**src/rtl/regfile_pkg.sv**
```systemverilog
// Shared types and widths for the register-file write arbiter slice.
package regfile_pkg;

    localparam int unsigned DATA_W   = 32;
    localparam int unsigned ADDR_W   = 5;
    localparam int unsigned NUM_REGS = 2 ** ADDR_W;

    typedef logic [ADDR_W-1:0] reg_addr_t;
    typedef logic [DATA_W-1:0] reg_data_t;

    // One register-file write request; shared by the WB, FIFO and output paths.
    typedef struct packed {
        logic      valid;
        reg_addr_t addr;
        reg_data_t data;
    } wr_req_t;

    typedef enum logic {
        ARB_RUN,
        ARB_HOLD
    } arb_state_e;

    typedef enum logic [1:0] {
        GRANT_IDLE,
        GRANT_WB,
        GRANT_FIFO
    } grant_e;

endpackage

```
**src/rtl/regfile_write_arbiter_if.sv**
```systemverilog
// Bundle of pipeline, long-latency, decode and register-file signals seen by the arbiter.
interface regfile_write_arbiter_if;
    import regfile_pkg::*;

    logic                wb_valid;
    reg_addr_t           wb_reg;
    reg_data_t           wb_data;
    logic                lu_valid;
    logic                lu_ready;
    reg_addr_t           lu_reg;
    reg_data_t           lu_data;
    logic                lu_issue;
    reg_addr_t           lu_issue_reg;
    reg_addr_t           dec_src1;
    reg_addr_t           dec_src2;
    reg_addr_t           dec_dst;
    logic                stall;
    logic                pipe_hold;
    logic                wr_enable;
    reg_addr_t           wr_reg;
    reg_data_t           wr_data;
    logic [NUM_REGS-1:0] pending;

    modport slave (
        input  wb_valid, wb_reg, wb_data,
        input  lu_valid, lu_reg, lu_data, lu_issue, lu_issue_reg,
        input  dec_src1, dec_src2, dec_dst,
        output lu_ready, stall, pipe_hold,
        output wr_enable, wr_reg, wr_data, pending
    );

    modport master (
        output wb_valid, wb_reg, wb_data,
        output lu_valid, lu_reg, lu_data, lu_issue, lu_issue_reg,
        output dec_src1, dec_src2, dec_dst,
        input  lu_ready, stall, pipe_hold,
        input  wr_enable, wr_reg, wr_data, pending
    );

endinterface

```
**src/rtl/regfile_result_fifo.sv**
```systemverilog
// Synchronous buffer for long-latency results; push and pop may occur in the same cycle.
module regfile_result_fifo
    import regfile_pkg::*;
#(
    parameter int unsigned DEPTH = 4
) (
    input  logic    clk,
    input  logic    rst_n,
    input  logic    push,
    input  wr_req_t pushReq,
    input  logic    pop,
    output wr_req_t headReq,
    output logic    full,
    output logic    empty
);

    localparam int unsigned PTR_W = $clog2(DEPTH);

    wr_req_t        mem [DEPTH];
    logic [PTR_W:0] wrPtr;
    logic [PTR_W:0] rdPtr;
    logic           doPush;
    logic           doPop;

    // Extra pointer bit distinguishes full from empty when the indices match.
    assign empty   = (wrPtr == rdPtr);
    assign full    = (wrPtr[PTR_W] != rdPtr[PTR_W]) &&
                     (wrPtr[PTR_W-1:0] == rdPtr[PTR_W-1:0]);
    assign doPush  = push && !full;
    assign doPop   = pop && !empty;
    assign headReq = mem[rdPtr[PTR_W-1:0]];

    // NOTE: sequential state uses non-blocking assignments so every flop samples pre-edge values.
    always_ff @(posedge clk or negedge rst_n) begin
        if (!rst_n) begin
            wrPtr <= '0;
            rdPtr <= '0;
        end else begin
            if (doPush) wrPtr <= wrPtr + 1'b1;
            if (doPop)  rdPtr <= rdPtr + 1'b1;
        end
    end

    // NOTE: storage is not reset; the pointers alone decide which entries are live.
    always_ff @(posedge clk) begin
        if (doPush) mem[wrPtr[PTR_W-1:0]] <= pushReq;
    end

endmodule

```
**src/rtl/regfile_write_arbiter.sv**
```systemverilog
// Shares the register-file write port between writeback and buffered long-latency results.
// Optional starvation guard (counter + pipe_hold) is enabled by `define REGFILE_ARB_STARVE_EN.
module regfile_write_arbiter
    import regfile_pkg::*;
#(
    parameter int unsigned FIFO_DEPTH = 4
`ifdef REGFILE_ARB_STARVE_EN
    ,
    parameter int unsigned STARVE_LIMIT = 8
`endif
) (
    input logic                    clk,
    input logic                    rst_n,
    regfile_write_arbiter_if.slave bus
);

    arb_state_e          state;
    arb_state_e          stateNext;
    grant_e              grant;
    wr_req_t             wbReq;
    wr_req_t             luReq;
    wr_req_t             fifoHead;
    wr_req_t             winner;
    logic                fifoPush;
    logic                fifoPop;
    logic                fifoFull;
    logic                fifoEmpty;
    logic                wrEnable;
    reg_addr_t           wrAddr;
    reg_data_t           wrData;
    logic [NUM_REGS-1:0] pending;
    logic [NUM_REGS-1:0] pendingNext;

`ifdef REGFILE_ARB_STARVE_EN
    localparam int unsigned CNT_W = $clog2(STARVE_LIMIT + 1);
    localparam logic [CNT_W-1:0] STARVE_MAX = CNT_W'(STARVE_LIMIT);

    logic [CNT_W-1:0] starveCnt;
    logic [CNT_W-1:0] starveCntNext;
`endif

    assign wbReq    = '{valid: bus.wb_valid, addr: bus.wb_reg, data: bus.wb_data};
    assign luReq    = '{valid: 1'b1, addr: bus.lu_reg, data: bus.lu_data};
    assign fifoPush = bus.lu_valid && !fifoFull;

    regfile_result_fifo #(
        .DEPTH(FIFO_DEPTH)
    ) u_fifo (
        .clk    (clk),
        .rst_n  (rst_n),
        .push   (fifoPush),
        .pushReq(luReq),
        .pop    (fifoPop),
        .headReq(fifoHead),
        .full   (fifoFull),
        .empty  (fifoEmpty)
    );

    // NOTE: every always_comb output gets a default first so no path can infer a latch.
    always_comb begin
        grant       = GRANT_IDLE;
        winner      = '0;
        stateNext   = ARB_RUN;
        pendingNext = pending;

        if (bus.wb_valid && state != ARB_HOLD) begin
            grant  = GRANT_WB;
            winner = wbReq;
        end else if (!fifoEmpty) begin
            grant  = GRANT_FIFO;
            winner = fifoHead;
        end
        fifoPop = (grant == GRANT_FIFO);

        // Clear first so a same-edge issue to the popped index keeps it pending.
        if (fifoPop) pendingNext[fifoHead.addr] = 1'b0;
        if (bus.lu_issue && bus.lu_issue_reg != '0) pendingNext[bus.lu_issue_reg] = 1'b1;

`ifdef REGFILE_ARB_STARVE_EN
        starveCntNext = (fifoEmpty || fifoPop) ? '0 : starveCnt + 1'b1;
        if (starveCntNext >= STARVE_MAX) stateNext = ARB_HOLD;
`endif
    end

    always_ff @(posedge clk or negedge rst_n) begin
        if (!rst_n) begin
            state    <= ARB_RUN;
            wrEnable <= 1'b0;
            wrAddr   <= '0;
            wrData   <= '0;
            pending  <= '0;
        end else begin
            state    <= stateNext;
            wrEnable <= winner.valid && (winner.addr != '0);
            if (winner.valid) begin
                wrAddr <= winner.addr;
                wrData <= winner.data;
            end
            pending  <= pendingNext;
        end
    end

`ifdef REGFILE_ARB_STARVE_EN
    always_ff @(posedge clk or negedge rst_n) begin
        if (!rst_n) starveCnt <= '0;
        else        starveCnt <= starveCntNext;
    end

    wbDuringHold: assert property (@(posedge clk) disable iff (!rst_n)
        !(bus.wb_valid && bus.pipe_hold));
`endif

    assign bus.lu_ready  = !fifoFull;
    assign bus.pipe_hold = (state == ARB_HOLD);
    assign bus.wr_enable = wrEnable;
    assign bus.wr_reg    = wrAddr;
    assign bus.wr_data   = wrData;
    assign bus.pending   = pending;
    assign bus.stall     = pending[bus.dec_src1] | pending[bus.dec_src2] | pending[bus.dec_dst];

endmodule

```
**src/flat_wrapper.sv**
```systemverilog
// flat-port wrapper written by rule: the top's interface ports become plain ports
module regfile_write_arbiter_flat import regfile_pkg::*;
#(
    parameter int unsigned FIFO_DEPTH = 4

)
  (clk, rst_n, bus_wb_valid, bus_wb_reg, bus_wb_data, bus_lu_valid, bus_lu_reg, bus_lu_data, bus_lu_issue, bus_lu_issue_reg, bus_dec_src1, bus_dec_src2, bus_dec_dst, bus_lu_ready, bus_stall, bus_pipe_hold, bus_wr_enable, bus_wr_reg, bus_wr_data, bus_pending);
  regfile_write_arbiter_if bus_i ();
  input logic clk;
  input logic rst_n;
  input wire logic [$bits(bus_i.wb_valid)-1:0] bus_wb_valid;
  input wire logic [$bits(bus_i.wb_reg)-1:0] bus_wb_reg;
  input wire logic [$bits(bus_i.wb_data)-1:0] bus_wb_data;
  input wire logic [$bits(bus_i.lu_valid)-1:0] bus_lu_valid;
  input wire logic [$bits(bus_i.lu_reg)-1:0] bus_lu_reg;
  input wire logic [$bits(bus_i.lu_data)-1:0] bus_lu_data;
  input wire logic [$bits(bus_i.lu_issue)-1:0] bus_lu_issue;
  input wire logic [$bits(bus_i.lu_issue_reg)-1:0] bus_lu_issue_reg;
  input wire logic [$bits(bus_i.dec_src1)-1:0] bus_dec_src1;
  input wire logic [$bits(bus_i.dec_src2)-1:0] bus_dec_src2;
  input wire logic [$bits(bus_i.dec_dst)-1:0] bus_dec_dst;
  output wire logic [$bits(bus_i.lu_ready)-1:0] bus_lu_ready;
  output wire logic [$bits(bus_i.stall)-1:0] bus_stall;
  output wire logic [$bits(bus_i.pipe_hold)-1:0] bus_pipe_hold;
  output wire logic [$bits(bus_i.wr_enable)-1:0] bus_wr_enable;
  output wire logic [$bits(bus_i.wr_reg)-1:0] bus_wr_reg;
  output wire logic [$bits(bus_i.wr_data)-1:0] bus_wr_data;
  output wire logic [$bits(bus_i.pending)-1:0] bus_pending;
  assign bus_i.wb_valid = bus_wb_valid;
  assign bus_i.wb_reg = bus_wb_reg;
  assign bus_i.wb_data = bus_wb_data;
  assign bus_i.lu_valid = bus_lu_valid;
  assign bus_i.lu_reg = bus_lu_reg;
  assign bus_i.lu_data = bus_lu_data;
  assign bus_i.lu_issue = bus_lu_issue;
  assign bus_i.lu_issue_reg = bus_lu_issue_reg;
  assign bus_i.dec_src1 = bus_dec_src1;
  assign bus_i.dec_src2 = bus_dec_src2;
  assign bus_i.dec_dst = bus_dec_dst;
  assign bus_lu_ready = bus_i.lu_ready;
  assign bus_stall = bus_i.stall;
  assign bus_pipe_hold = bus_i.pipe_hold;
  assign bus_wr_enable = bus_i.wr_enable;
  assign bus_wr_reg = bus_i.wr_reg;
  assign bus_wr_data = bus_i.wr_data;
  assign bus_pending = bus_i.pending;
  regfile_write_arbiter #(.FIFO_DEPTH(FIFO_DEPTH)) u_core (.clk(clk), .rst_n(rst_n), .bus(bus_i));
endmodule
```
**config.mk**
```make
export PLATFORM = sky130hd
export DESIGN_NAME = regfile_write_arbiter_flat
export DESIGN_NICKNAME = d
export VERILOG_FILES = /design/src/rtl/regfile_pkg.sv /design/src/rtl/regfile_write_arbiter_if.sv /design/src/rtl/regfile_result_fifo.sv /design/src/rtl/regfile_write_arbiter.sv /design/src/flat_wrapper.sv
export SDC_FILE = /design/constraint.sdc
export NUM_CORES = 1
export LEC_CHECK = 0
export BUFFER_PORTS_ARGS = -buffer_cell sky130_fd_sc_hd__buf_2
export CAP_MARGIN = 20
export CORE_ASPECT_RATIO = 1.2
export CORE_MARGIN = 4
export CORE_UTILIZATION = 60
export DETAILED_ROUTE_END_ITERATION = 16
export PLACE_DENSITY_LB_ADDON = 0.2
export SLEW_MARGIN = 30
export SYNTH_ARGS = -nofsm -noshare
export SYNTH_HDL_FRONTEND = slang
export SYNTH_SLANG_ARGS = --single-unit
```
**constraint.sdc**
```tcl
create_clock -name clk -period 5.15 [get_ports clk]
set_input_delay 0.7725 -clock clk [delete_from_list [all_inputs] [get_ports clk]]
set_output_delay 0.7725 -clock clk [all_outputs]
set_load 0.02 [all_outputs]
```
==> flow_summary.toml, run 1 <==
[power_and_ir_drop]
switching_share_pct = 35.0
ir_drop_mv = 0.405
p_leak_nw = 4.62
seqPwrFrac_pct = 40.5
p_total_w = 0.00727
p_per_area_mw_per_mm2 = 631
clockPowerShare_pct = 24.6
p_int_w = 0.00472
p_comb_share_pct = 34.9
p_sw_w = 0.00255

[worst_setup_path]
crit_required_ns = 4.38
critPathLaunchType = "input pin"
critPathMaxFanout = 8
worstSetupPathType = "in -> out"
max_stage_delay_ns = 0.54
crit_path_end_kind = "output port"
crit_chain = "buf_2, mux4_2, mux4_2, mux2i_1, nand2_1, or3_1, buf_2"
critical_path.slowest_cell = "mux4_2"
cp.arrival_ns = 2.72

[timing]
setup_violations = 0
slew_headroom_pct = 43.2
tightest_slew_ns = 0.851
final.setup.tns_ns = 0
clock_skew_ns = 0.0117
period_needed_ns = 3.49
finalHoldViolCount = 0
maxSlewViolCount = 0
maxClockFrequency_ghz = 0.286
timing.hold.ws_ns = 0.218
finalCritPeriodShare_pct = 67.8
rsz0062_at_grt = "no"

[global_routing]
antenna_found_initial = 1
grt_overflow = 0
grt_pass1_vias = 6664
grt_pass1_wl_mm = 36.7
grt_max_degree = 78
grt_usage_pct = 26.5

[floorplan]
floorplan.initialDensity_pct = 61.3
core_sq_mm = 0.0157
die_h_microns = 147
die-area_sq_mm = 0.0182
num_io_pins = 172
fp.dieW_microns = 124
fp-row-count = 50

[final_layout]
syn_to_final_growth_pct = 19.5
fillers = 988
largest_register_ffs = 148
final_common_cell = "buf_2"
drive_gt1_share_pct = 35.7
layout_common_cells = "buf_2, edfxtp_1, dfrtp_1, o21ai_0, nand2_1"
layout.nets = 876

[synthesis]
syn_area_sq_mm = 0.00963
synthFlopType = "edfxtp_1"
synth_top_area_share_pct = 46.1
seq_area_frac_synth_pct = 65.9
synth_area_leader_cell = "edfxtp_1"
synthArstFlopShare_pct = 33.9
ys_warn_count = 0
yosys_register_bits = 224
synth_edf_count = 148
syn_nets = 711
synth_area_leaders = "edfxtp_1, dfrtp_1, mux4_2"
synth_cell_type_count = 46
syn_inst = 607
synth_area_per_cell_sq_um = 15.9

[cts]
post-cts-setup-buffers = 0
clockRootBuffer = "clkbuf_16"
cts_sinks = 224
cts_max_path_buffers = 3
clk_latency_ns = 0.50
cts_tree = "done"
clk_pin_slew_ns = 0.06
hold_buffers = 0
cts_resized = 0
numCtsBuffers = 22
htree_levels = 1

[route]
post_drt_wl_per_cell_microns = 23.6
first_pass_iters = 4
via_per_inst = 6.25
drc = 0
antenna_left = 0
drt_iter0_drc = 588
wirelength_mm = 23.6
via_count = 6233

[outcome]
status = "finished, final reports clean"

[placed_design]
dp_hpwl_mm = 15.5
gp_congestion = 0.916
io_buffer_count = 170

[job]
drv_cap = 0

[worst_hold_path]
holdCritPathClass = "in -> async"
==> Yosys cell counts, types with 2 or more instances <==
cell       count
mux2_2         2
buf_1          3
xor2_1         3
nor2b_1        6
dfrtp_1       76
mux4_2        59
xnor2_1        4
nor2_1         9
mux2i_1       44
inv_1          6
nor3_1         2
o21ai_0       69
and3_1         4
buf_4          2
nand4_1        4
a21oi_1        3
nand3_1       11
nand2_1       66
and2_1         5
clkbuf_1      20
edfxtp_1     148
ha_1           5
nand2b_1       5
o211ai_1       2
nand3b_1       2
o2111ai_1      3
o2bb2ai_1     16
buf_2         10
==> cell families after synthesis <==
group	Yosys count	share of synthesized area (%)
DFF	224	65.9
and+or+nand+nor	126	6.35
muxes	105	18.6
AOI/OAI and AO/OA	98	6.03
buffers and inverters	41	1.81
xor gates and xnor gates	7	0.637
adders and majority gates	5	0.650
other	1	0.0389
==> final cells by class <==
cell class              count  area [sq um]  area share, %
clock inverters            15           234           2.03
inverters                   6          22.5          0.196
diodes                      1          2.50         0.0217
well taps                 208           260           2.26
repair buffers            176           918           7.98
multi-input cells         342          3130           27.2
clock buffers              25           593           5.15
flip-flops and latches    224          6350           55.2
==> worst max-delay path, delay by kind of cell <==
kind	cells	cell delay [ns]
and+or+nand+nor	2	0.36
buffers and inverters	2	0.41
muxes	3	1.16
==> power by group through the flow <==
stage               Combinational, W  Sequential, W  Clock, W
floorplan                    0.00152        0.00307         0
global placement             0.00244        0.00293         0
detailed placement           0.00253        0.00296         0
CTS                          0.00256        0.00294   0.00181
global route                 0.00274        0.00299   0.00191
finish                       0.00254        0.00294   0.00179
==> metal layers <==
layer	GRT usage, %	part of all wire (%)	up-vias
met5	0	0	-
met1	34.4	37	3184
met3	5.08	7.7	45
li1	-	-	2701
met2	45.4	53	303
met4	7.65	2.2	0
==> worst paths after layout <==
check                                          to  slack (ns)              startpoint  depth (start not counted)
max reg2reg                u_core.u_fifo.rdPtr[1]        1.93  u_core.u_fifo.rdPtr[0]                          5
min in group clk           u_core.bus.wr_data[27]        0.48         bus_wb_data[27]                          3
min                         u_core.bus.wr_data[9]        0.22                   rst_n                          1
max in group asynchronous  u_core.u_fifo.rdPtr[1]        4.31                   rst_n                          2
max                                     bus_stall        1.66          bus_dec_dst[0]                          7
min reg2reg                u_core.u_fifo.wrPtr[2]        0.50  u_core.u_fifo.wrPtr[2]                          1
==> metrics by stage <==
step                      util, %  instances  area (sq um)  setup slack (ns)
after floorplan                 -        607          9630              1.82
after global placement       67.8        955         10600              1.68
after detailed placement     68.0        956         10700              1.64
after CTS                    73.3        996         11500              1.64
after global routing         73.3        997         11500              1.58
final                        73.3        997         11500              1.66
No activity file was read; power rests on OpenSTA's default activity.
==> run 2: changes to the inputs <==
--- a/config.mk
+++ b/config.mk
@@ -9,7 +9,7 @@
 export CAP_MARGIN = 20
 export CORE_ASPECT_RATIO = 1.2
 export CORE_MARGIN = 4
-export CORE_UTILIZATION = 60
+export CORE_UTILIZATION = 50
 export DETAILED_ROUTE_END_ITERATION = 16
 export PLACE_DENSITY_LB_ADDON = 0.2
 export SLEW_MARGIN = 30
==> constraint.sdc (replaced) <==
create_clock -name clk -period 3 [get_ports clk]
set_input_delay 0.45 -clock clk [delete_from_list [all_inputs] [get_ports clk]]
set_output_delay 0.45 -clock clk [all_outputs]
set_load 0.02 [all_outputs]
==> run 2 against run 1 <==
- non-clock buffer count increased by 34
- via count decreased by 2.6%
- die area increased by 19%
- core utilization decreased by 11 points
- design area increased by 1.9%
- clock skew increased by 0.0033 ns
- cell count increased by 8.1%
- total power increased by 69%
- largest power group unchanged
- clock power increased by 47%
- sequential share of layout area decreased by 0.85 points
- highest routed layer is now met5
- largest cell class unchanged
- register-to-register slack got worse by 1.2 ns
- critical path depth decreased by 1
==> flow_summary.toml, run 2 (same netlist as run 1, synthesis figures left out) <==
[worst_setup_path]
cpMostUsedCell = "mux4_2"
cp.depth = 6
worstRegToRegCells = 4
rrSetupSlack_ns = 0.73
rr_startpoint = "u_core.u_fifo.rdPtr[0]"
critical-path-top-delay-family = "multiplexers"
critPathCapture = "bus_stall"
crit_chain = "mux4_2, mux4_2, mux2i_1, nand2_1, or3_1, buf_6"
timing.critical_path.from = "u_core.bus.pending[20]"
critPathBufInv = 1
worstSetupPathType = "reg -> out"
critPathLaunchType = "flip-flop"
max_stage_delay_ns = 0.47
critical_path.slowest_cell = "mux4_2"
critPathMaxFanout = 5
crit_path_end_kind = "output port"
cp.arrival_ns = 2.53
crit-reg2reg-capture = "u_core.bus.pending[20]"
crit_required_ns = 2.55

[route]
via_count = 6073
wirelength_mm = 22.5
antenna_left = 0
topRoutingLayerUsed = "met5"
first_pass_iters = 5
via_per_inst = 5.63
wl_met3_mm = 1.52
drt_iter0_drc = 403
wl_met1_mm = 9.01
route.met2.wl_mm = 11.4
post_drt_wl_per_cell_microns = 20.9
drc = 0

[global_routing]
grt_pass1_wl_mm = 35.5
grt_max_degree = 69
grt_overflow = 0
antenna_found_initial = 1
grt_usage_pct = 20.7
grt_pass1_vias = 6400

[timing]
rsz0062_at_grt = "yes"
tightest_slew_ns = 0.712
maxClockFrequency_ghz = 0.336
setup_violations = 0
slew_headroom_pct = 52.6
finalHoldViolCount = 0
finalCritPeriodShare_pct = 99.2
fin_ws_ns = 0.0225
period_needed_ns = 2.98
maxSlewViolCount = 0
clock_skew_ns = 0.0150

[power_and_ir_drop]
p_leak_nw = 4.72
ir_drop_mv = 0.823
p_per_area_mw_per_mm2 = 1050

[cts]
htree_levels = 1
cts_max_path_buffers = 3
cts_tree = "done"
clk_latency_ns = 0.49
hold_buffers = 0
clockRootBuffer = "clkbuf_16"
clk_pin_slew_ns = 0.06
cts_sinks = 224
numCtsBuffers = 22

[job]
drv_cap = 0

[floorplan]
core_sq_mm = 0.0189
fp.dieW_microns = 135
fp-row-count = 55
die-area_sq_mm = 0.0216
num_io_pins = 172
floorplan.initialDensity_pct = 50.9
die_h_microns = 160

[final_layout]
layout.nets = 910
fillers = 1443
final_area_sq_mm = 0.0117
final_common_cell = "buf_2"
layout_common_cells = "buf_2, edfxtp_1, o21ai_0, nand2_1, mux4_2"
drive_gt1_share_pct = 39.1
final_util_pct = 62.0
syn_to_final_growth_pct = 21.8
diodes = 0
largest_register_ffs = 148

[outcome]
status = "finished, final reports clean"

[placed_design]
dp_hpwl_mm = 15.4
place_area_sq_mm = 0.0108
io_buffer_count = 170
post-place-ws_ns = 0.161
gp_congestion = 0.951

[worst_hold_path]
holdCritPathClass = "in -> async"
-- run 2: worst min-delay path by stage --
stage | endpoint | slack, ns | startpoint
4_1_cts | u_core.bus.pending[14] | 0.03 | rst_n
3_3_place_gp | u_core.u_fifo.wrPtr[2] | 0.48 | u_core.u_fifo.wrPtr[2]
2_1_floorplan | u_core.bus.pending[0] | 0.15 | rst_n
6_report | u_core.bus.pending[18] | 0.01 | rst_n
3_5_place_dp | u_core.u_fifo.rdPtr[2] | 0.49 | u_core.u_fifo.rdPtr[2]
5_1_grt | u_core.bus.pending[17] | 0.06 | rst_n
-- run 2: report_power, final --
part           total [W]  switching, W  internal, W
clock            0.00264       0.00109      0.00155
sequential       0.00482      0.000519      0.00430
combinational    0.00480       0.00264      0.00215
total             0.0123       0.00425      0.00801
-- run 2: layout make-up --
class                           instances  area, sq um  area share, %
Sequential cell                       224         6370           54.3
Multi-Input combinational cell        342         3120           26.6
Inverter                                6         22.5          0.192
Tap cell                              256          320           2.73
Clock buffer                           37          648           5.53
Timing Repair Buffer                  210         1210           10.3
Clock inverter                          3         42.5          0.363
-- run 2: routing by layer --
| layer | vias to the layer above | global-route usage, % |
|---|---|---|
| met5 | - | 0 |
| met4 | 2 | 6.25 |
| met3 | 46 | 3.81 |
| met2 | 230 | 34.9 |
| met1 | 3028 | 27.4 |
| li1 | 2767 | - |
-- run 2: through the flow --
stage	total power [W]	hold WS, ns	setup TNS (ns)	cells
global placement	0.00931	0.476	0	1011
global route	0.0130	0.0576	-0.0766	1078
CTS	0.0122	0.0331	0	1059
floorplan	0.00789	0.154	0	607
detailed placement	0.00944	0.485	0	1011
finish	0.0123	0.0122	0	1078
-- run 2: repair_timing --
item / 4_1_cts / 5_1_grt
setup endpoints to repair: 1 / 1
setup buffers: 8 / 19
resized for setup: 4 / 14
endpoints found under the hold margin: 0 / 0
-- run 2: worst register-to-register path, stage by stage, from the launching register on --
cell     delay (ns)
dfrtp_2        0.44
mux4_2         0.58
or4b_1         0.74
o21ai_0        0.23
o21ai_0        0.13
